<file path="src/rtl/esmile_mem_arbiter.sv">
// esmile_mem_arbiter
//
// Shares the single EsmileCPU memory bus port between the instruction fetch unit (IFU) and the
// load/store unit (LSU). One transaction is in flight at a time: a request is granted in IDLE,
// presented on the memory bus in REQ until the memory accepts it, and the memory response is
// routed back to the owning requester as a one-cycle pulse after RESP.
//
// Build option:
//   ESMILE_ARB_RR_EN  defined   -> round-robin between IFU and LSU when both request in IDLE
//                     undefined -> fixed priority, LSU wins contention
//
// Ports:
//   clk, rst            core clock, synchronous active-high reset
//   ifu_req_*           IFU read request (valid/addr in, ready out)
//   ifu_rsp_*           IFU response pulse and fetch data
//   lsu_req_*           LSU request (valid/addr/we/wdata/wstrb in, ready out)
//   lsu_rsp_*           LSU response pulse and load data (0 for writes)
//   mem_req_*           registered request onto the memory bus, valid/ready handshake
//   mem_rsp_*           memory response (one per request)

module esmile_mem_arbiter #(
    parameter int unsigned AW = 32,
    parameter int unsigned DW = 32
) (
    input  logic            clk,
    input  logic            rst,

    input  logic            ifu_req_valid,
    input  logic [AW-1:0]   ifu_req_addr,
    output logic            ifu_req_ready,
    output logic            ifu_rsp_valid,
    output logic [DW-1:0]   ifu_rsp_rdata,

    input  logic            lsu_req_valid,
    input  logic [AW-1:0]   lsu_req_addr,
    input  logic            lsu_req_we,
    input  logic [DW-1:0]   lsu_req_wdata,
    input  logic [DW/8-1:0] lsu_req_wstrb,
    output logic            lsu_req_ready,
    output logic            lsu_rsp_valid,
    output logic [DW-1:0]   lsu_rsp_rdata,

    output logic            mem_req_valid,
    input  logic            mem_req_ready,
    output logic [AW-1:0]   mem_req_addr,
    output logic            mem_req_we,
    output logic [DW-1:0]   mem_req_wdata,
    output logic [DW/8-1:0] mem_req_wstrb,
    input  logic            mem_rsp_valid,
    input  logic [DW-1:0]   mem_rsp_rdata
);

    typedef enum logic [1:0] {
        StIdle,
        StReq,
        StResp
    } state_e;

    state_e state_q, state_d;

    logic owner_lsu_q;  // owner of the in-flight transaction: 1 = LSU, 0 = IFU
    logic grant_lsu;    // arbitration result, only meaningful while idle
    logic accept;       // a request is granted this cycle
    logic rsp_take;     // memory response consumed this cycle

`ifdef ESMILE_ARB_RR_EN
    logic last_lsu_q;   // last grant went to the LSU; reset value makes the first contention go to the IFU

    always_ff @(posedge clk) begin
        if (rst) begin
            last_lsu_q <= 1'b1;
        end else if (accept) begin
            last_lsu_q <= grant_lsu;
        end
    end
`endif

    always_comb begin
`ifdef ESMILE_ARB_RR_EN
        grant_lsu = (ifu_req_valid && lsu_req_valid) ? !last_lsu_q : lsu_req_valid;
`else
        grant_lsu = lsu_req_valid;
`endif
    end

    // Next-state and request-side handshake outputs
    always_comb begin
        state_d       = state_q;
        accept        = 1'b0;
        rsp_take      = 1'b0;
        ifu_req_ready = 1'b0;
        lsu_req_ready = 1'b0;
        unique case (state_q)
            StIdle: begin
                if (ifu_req_valid || lsu_req_valid) begin
                    accept        = 1'b1;
                    ifu_req_ready = !grant_lsu;
                    lsu_req_ready = grant_lsu;
                    state_d       = StReq;
                end
            end
            StReq: begin
                if (mem_req_ready) begin
                    state_d = StResp;
                end
            end
            StResp: begin
                if (mem_rsp_valid) begin
                    rsp_take = 1'b1;
                    state_d  = StIdle;
                end
            end
            default: state_d = StIdle;
        endcase
    end

    assign mem_req_valid = (state_q == StReq);

    always_ff @(posedge clk) begin
        if (rst) begin
            state_q       <= StIdle;
            owner_lsu_q   <= 1'b0;
            mem_req_addr  <= '0;
            mem_req_we    <= 1'b0;
            mem_req_wdata <= '0;
            mem_req_wstrb <= '0;
            ifu_rsp_valid <= 1'b0;
            ifu_rsp_rdata <= '0;
            lsu_rsp_valid <= 1'b0;
            lsu_rsp_rdata <= '0;
        end else begin
            state_q       <= state_d;
            ifu_rsp_valid <= 1'b0;
            lsu_rsp_valid <= 1'b0;

            // IFU transactions are always reads with no write payload
            if (accept) begin
                owner_lsu_q   <= grant_lsu;
                mem_req_addr  <= grant_lsu ? lsu_req_addr : ifu_req_addr;
                mem_req_we    <= grant_lsu && lsu_req_we;
                mem_req_wdata <= grant_lsu ? lsu_req_wdata : '0;
                mem_req_wstrb <= grant_lsu ? lsu_req_wstrb : '0;
            end

            // Only the owner's response registers change; the other side holds its data
            if (rsp_take) begin
                if (owner_lsu_q) begin
                    lsu_rsp_valid <= 1'b1;
                    lsu_rsp_rdata <= mem_req_we ? '0 : mem_rsp_rdata;
                end else begin
                    ifu_rsp_valid <= 1'b1;
                    ifu_rsp_rdata <= mem_req_we ? '0 : mem_rsp_rdata;
                end
            end
        end
    end

endmodule

</file>
<file path="config.mk">
export PLATFORM = sky130hd
export DESIGN_NAME = esmile_mem_arbiter
export DESIGN_NICKNAME = d
export VERILOG_FILES = /design/src/rtl/esmile_mem_arbiter.sv
export SDC_FILE = /design/constraint.sdc
export NUM_CORES = 1
export LEC_CHECK = 0
export BUFFER_PORTS_ARGS = -buffer_cell sky130_fd_sc_hd__buf_4
export CAP_MARGIN = 10
export CORE_UTILIZATION = 50
export DETAILED_ROUTE_END_ITERATION = 10
export HOLD_SLACK_MARGIN = 0.02
export PLACE_DENSITY = 0.88
export SLEW_MARGIN = 20
export SYNTH_ARGS = -nofsm -noshare
export SYNTH_HDL_FRONTEND = slang
export SYNTH_SLANG_ARGS = --single-unit
</file>
<file path="constraint.sdc">
create_clock -name clk -period 3.7 [get_ports clk]
set_clock_uncertainty 0.2 [all_clocks]
set_input_delay 0 -clock clk [delete_from_list [all_inputs] [get_ports clk]]
set_output_delay 0 -clock clk [all_outputs]
set_load 0.05 [all_outputs]
</file>
==> results of run 1 <==
[final cells by class]
type / instances / area, um^2 / area share, %
Clock buffer: 20 / 467 / 4.66
Clock inverter: 12 / 123 / 1.22
Inverter: 2 / 7.51 / 0.0750
Multi-Input combinational cell: 453 / 2560 / 25.6
Sequential cell: 138 / 2760 / 27.6
Tap cell: 140 / 175 / 1.75
Timing Repair Buffer: 461 / 3920 / 39.1
[logic make-up after synthesis]
group                  count (synthesis)  synth area share (%)
muxes                                 32                  5.63
AOI/OAI and AO/OA                    206                  22.2
buffers and inverters                 62                  6.58
DFF                                  138                  48.6
and+or+nand+nor                      215                  17.0
[path summary, 6_finish.rpt]
path | startpoint | endpoint | slack, ps | cells past startpoint
setup / recovery | state_q[0] | mem_req_wdata[9] | 850 | 7
hold / removal | ifu_req_valid | ifu_req_ready | 240 | 4
setup reg to reg | state_q[0] | mem_req_wdata[9] | 850 | 7
hold reg to reg | lsu_rsp_rdata[31] | lsu_rsp_rdata[31] | 260 | 2
[critical path: cells and delay by family (launching register included)]
family / cells / cell delay [ps]
buffers and inverters: 3 / 1440
flip-flops: 1 / 410
AO/OA/AOI/OAI: 1 / 240
AND/OR/NAND/NOR: 3 / 480
[cell usage after synthesis (all sizes together)]
master,number,area share (%)
a22oi,1,0.13
nor3,1,0.088
buf,40,5.1
clkbuf,20,1.3
mux2i,32,5.6
nor2b,33,3.6
nor2,7,1.2
nand2b,1,0.11
and4b,1,0.18
nor4bb,1,0.18
a211oi,32,6.9
dfxtp,138,49
nand2,167,11
a21oi,135,12
or2,2,0.26
inv,2,0.13
o21ai,38,3.3
nand4bb,1,0.20
nand4b,1,0.15
[state kept, by name (all words and copies together), names as in the netlist]
name / cells
mem_req_we: 1
mem_req_wdata: 32
ifu_rsp_valid: 1
state_q: 2
mem_req_wstrb: 4
lsu_rsp_rdata: 32
ifu_rsp_rdata: 32
lsu_rsp_valid: 1
mem_req_addr: 32
owner_lsu_q: 1
[where the power goes]
part / internal (mW) / total [mW] / switching [mW]
Combinational: 0.440 / 1.06 / 0.622
Clock: 1.04 / 1.72 / 0.675
Sequential: 1.56 / 1.63 / 0.0643
[routing by layer]
metal  global-route usage (%)  up-vias  wire [um]
met4                     38.2        0       2200
met5                        0        -          0
met1                     42.3     3290       8470
li1                         -     3048          -
met2                     73.9      559      12600
met3                     14.4      194       2460
==> metrics.md, run 1 <==
| Metric | Value |
|---|---|
| CP Cell Sequence | nor2_4 > buf_4 > nand2_1 > inv_2 > nand2_1 > a21oi_1 > dlygate4sd3_1 |
| DIE AREA | 0.0118 mm^2 |
| First-pass GRT wire length | 38.4 mm |
| Post-CTS setup buffers | 0 |
| Pleak | 4.41 nW |
| Avg Inst Size Synth | 8.71 um^2 |
| GR Overflow Total | 0 |
| Pwr Total | 4.41 mW |
| Placed cell areas | 0.00765 mm^2 |
| I/O Buffers | 276 |
| Starting density of the core | 51.8% |
| Placed cell count | 1017 |
| Setup ws final | 851 ps |
| Cell count after synthesis | 653 |
| Number of global-route vias before repair | 7293 |
| Row Count | 38 |
| Worst IR Drop VDD | 0.000378 V |
| Initial DRC count | 689 |
| Routability-driven placement congestion ratio | 0.783 |
| Clk Tree Root Cell | clkbuf_16 |
| Setup Total Neg Slack | 0 ps |
| Netlist cell types | 28 |
| Worst hold path class | input port to output port |
| WP data required | 3860 ps |
| Worst-path clk slew | 60 ps |
| Vias/cell | 5.78 |
| Final Cell Area | 0.0100 mm^2 |
| Post-Place Worst Slack | 1580 ps |
| Worst-path fanout max | 38 |
| Pins Over Slew Limit | 0 |
| Synth Register Bits | 138 |
| Cts-stage hold buffer count | 177 |
| Most frequent cells in the layout | buf_4, dlygate4sd3_1, nand2_1 |
| Worst skew pair latency | 410 ps |
| Fin util | 91.2% |
| Synth Cell Area | 0.00569 mm^2 |
| Max frequency | 351 MHz |
| Min Hold Slack | 242 ps |
| Max-cap violation count | 0 |
| Part of the cycle the worst path needs | 77.0% |
| Final Hold Fails | 0 |
| Drt wl/cell | 21.0 um |
| Slowest stage delay, CP | 590 ps |
| Die height | 109 um |
| Die Width | 109 um |
| Most common cell after layout, fill and taps aside | buf_4 |
| Rel. slew slack | 25.3% |
| Filler cell count | 388 |
| Crit path launch type | flip-flop |
| Worst EP arrival | 3010 ps |
| Slowest CP cell | dlygate4sd3_1 |
| CTS tree | built |
| Post-Route WL | 25.7 mm |
| Clock Path Buffers | 2 |
| Layout area overhead | 76.1% |
| Drt pass-1 iters | 9 |
| Final Setup Violations | 0 |
| Share of cells above drive strength 1 | 32.5% |
| Sequential cell area fraction in the yosys report | 48.6% |
| Post-route ant nets | 0 |
| Slew @ Worst Pin | 1120 ps |
| GRT Util Overall | 43.5% |
| Post-route minimum period | 2850 ps |
| DP HPWL | 10.9 mm |
| Antenna cells | 0 |
| Initial antenna violation count | 0 |
| CP endpoint kind | flip-flop |
| DR vias | 7091 |
| CTS sink count | 138 |
| Syn_nets | 792 |
| Most used cell, CP | nand2_1 |
| Pwr Density | 440 mW/mm^2 |
| Post-Layout Cell Count | 1226 |
| Core area | 0.0110 mm^2 |
| Gates resized, CTS repair | 0 |
| Number of I/O pins | 277 |
| YS warnings | 0 |
| DRC | 0 |
| Largest net degree at the start of global routing | 83 |
| Fin nets | 1212 |
| Cts bufs inserted | 17 |
| Critical path class | flip-flop to flip-flop |
| Status | complete, no violations |
| RSZ-0062 raised after global routing | false |
| H-tree depth | 4 |
No activity file was read; power rests on OpenSTA's default activity.
==> run 2, diff against run 1 <==
- CORE_UTILIZATION: 50 -> 42
- PLACE_DENSITY: 0.88 -> 0.79
- clock period: 3.7 -> 2.6 ns (I/O delays scaled with it)
==> run 2 against run 1 <==
Net effect: sequential cell count unchanged; non-clock buffer count up 1; fmax increased by 21%; cell count grew 2.9%; core utilization fell by 15 points; setup slack worse by 600 ps; clock power up 35%; wire length decreased by 15%; sequential power up 41%; power grew 39%; critical endpoint is now mem_req_wdata[0].
==> metrics.md, run 2 (same netlist as run 1, synthesis figures left out) <==
| Metric | Value |
|---|---|
| Status | complete, no violations |
| Setup ws final | 247 ps |
| Worst-path fanout max | 38 |
| Pleak | 4.39 nW |
| CP endpoint kind | flip-flop |
| Final Setup Violations | 0 |
| Setup Total Neg Slack | 0 ps |
| HP Start | ifu_req_valid |
| Clk Tree Root Cell | clkbuf_16 |
| Fin nets | 1213 |
| First-pass GRT wire length | 34.1 mm |
| GRT Util Overall | 30.7% |
| Final Hold Fails | 0 |
| Drt pass-1 iters | 7 |
| DRC | 0 |
| Vias/cell | 5.15 |
| Slowest stage delay, CP | 570 ps |
| H-tree depth | 4 |
| Core area | 0.0132 mm^2 |
| Cts bufs inserted | 17 |
| Pins Over Slew Limit | 0 |
| Row Count | 42 |
| Initial antenna violation count | 0 |
| Post-Route WL | 21.9 mm |
| Post-route ant nets | 0 |
| Starting density of the core | 42.9% |
| Most common cell after layout, fill and taps aside | buf_4 |
| GR Overflow Total | 0 |
| WP data required | 2760 ps |
| Initial DRC count | 442 |
| Clock Path Buffers | 2 |
| Routability-driven placement congestion ratio | 0.798 |
| Worst hold path class | input port to flip-flop |
| DP HPWL | 11.1 mm |
| WHS Endpoint | mem_req_addr[21] |
| Worst skew pair latency | 410 ps |
| Number of global-route vias before repair | 6726 |
| Post-Place Worst Slack | 722 ps |
| DIE AREA | 0.0140 mm^2 |
| Critical path class | flip-flop to flip-flop |
| Most used cell, CP | nand2_1 |
| CTS sink count | 138 |
| Number of I/O pins | 277 |
| Levels on crit path | 6 |
| Reg-to-reg slack, setup | 250 ps |
| Worst IR Drop VDD | 0.000468 V |
| Worst EP arrival | 2520 ps |
| Pwr Total | 6.12 mW |
| Most frequent cells in the layout | buf_4, dlygate4sd3_1, nand2_1 |
| CP bufs+invs | 2 |
| Die Width | 118 um |
| Post-Layout Cell Count | 1261 |
| Part of the cycle the worst path needs | 90.5% |
| CTS tree | built |
| RSZ-0062 raised after global routing | false |
| Rel. slew slack | 56.3% |
| FF-to-FF Start | state_q[1] |
| Slew @ Worst Pin | 654 ps |
| Fin util | 75.9% |
| Placed cell count | 1055 |
| Reg2reg path depth | 6 |
| Layout area overhead | 76.8% |
| Reg2reg end | mem_req_wdata[0] |
| Share of cells above drive strength 1 | 32.5% |
| Max frequency | 425 MHz |
| Largest net degree at the start of global routing | 62 |
| Post-route minimum period | 2350 ps |
| Crit path launch type | flip-flop |
| DR vias | 6490 |
| Antenna cells | 0 |
| Cell family with most CP delay | buffers and inverters |
| CP Cell Sequence | nor2_4 > nand2_1 > inv_2 > nand2_1 > a21oi_1 > dlygate4sd3_1 |
| Slowest CP cell | dlygate4sd3_1 |
| I/O Buffers | 276 |
| Worst-path clk slew | 60 ps |
| Pwr Density | 609 mW/mm^2 |
| Max-cap violation count | 0 |
| Die height | 118 um |
| Hold path depth | 4 |
| Drt wl/cell | 17.3 um |
[run 2: how the worst max path moves through the flow]
stage	startpoint	to	slack [ps]
finish	state_q[1]	mem_req_wdata[0]	250
global route	state_q[0]	mem_req_wdata[11]	150
CTS	state_q[1]	mem_req_wdata[1]	360
detailed placement	state_q[1]	mem_req_addr[0]	720
global placement	state_q[1]	mem_req_addr[0]	740
floorplan	state_q[1]	ifu_req_ready	530
[run 2: per-layer routing]
layer  share of wire (%)  global-route usage, %  up-vias
li1                    -                      -     3051
met1                  38                   32.5     3074
met2                  51                   55.7      301
met3                 6.9                   8.11       64
met4                 3.9                   16.0        0
met5                   0                      0        -
[run 2: tightest hold or removal path: stages]
cell      delay (ps)
buf_4            120
nor2_8           100
nor2_8           340
a211oi_2         110
[run 2: layout make-up]
type / count / area [um^2]
clock buffers: 18 / 439
clock inverters: 12 / 128
fillers: 858 / 3190
inverters: 2 / 7.51
multi-input cells: 453 / 2560
flip-flops and latches: 138 / 2760
well taps: 176 / 220
repair buffers: 462 / 3930
[run 2: metrics by stage]
| stage | area [um^2] | hold WS [ps] |
|---|---|---|
| floorplan | 5690 | -64.0 |
| global route | 10100 | 158 |
| CTS | 10100 | 109 |
| global placement | 7730 | 48.1 |
| finish | 10100 | 124 |
| detailed placement | 7730 | 58.4 |
[run 2: timing repair]
item,4_1_cts,5_1_grt
buffers inserted,0,0
resized for setup,0,0
hold buffers,176,0
endpoints found under the hold margin,138,0
[run 2: power breakdown]
group	total, mW	switching [mW]	internal (mW)
clock	2.33	0.907	1.42
combinational	1.50	0.863	0.632
sequential	2.30	0.0723	2.23
total	6.12	1.84	4.28
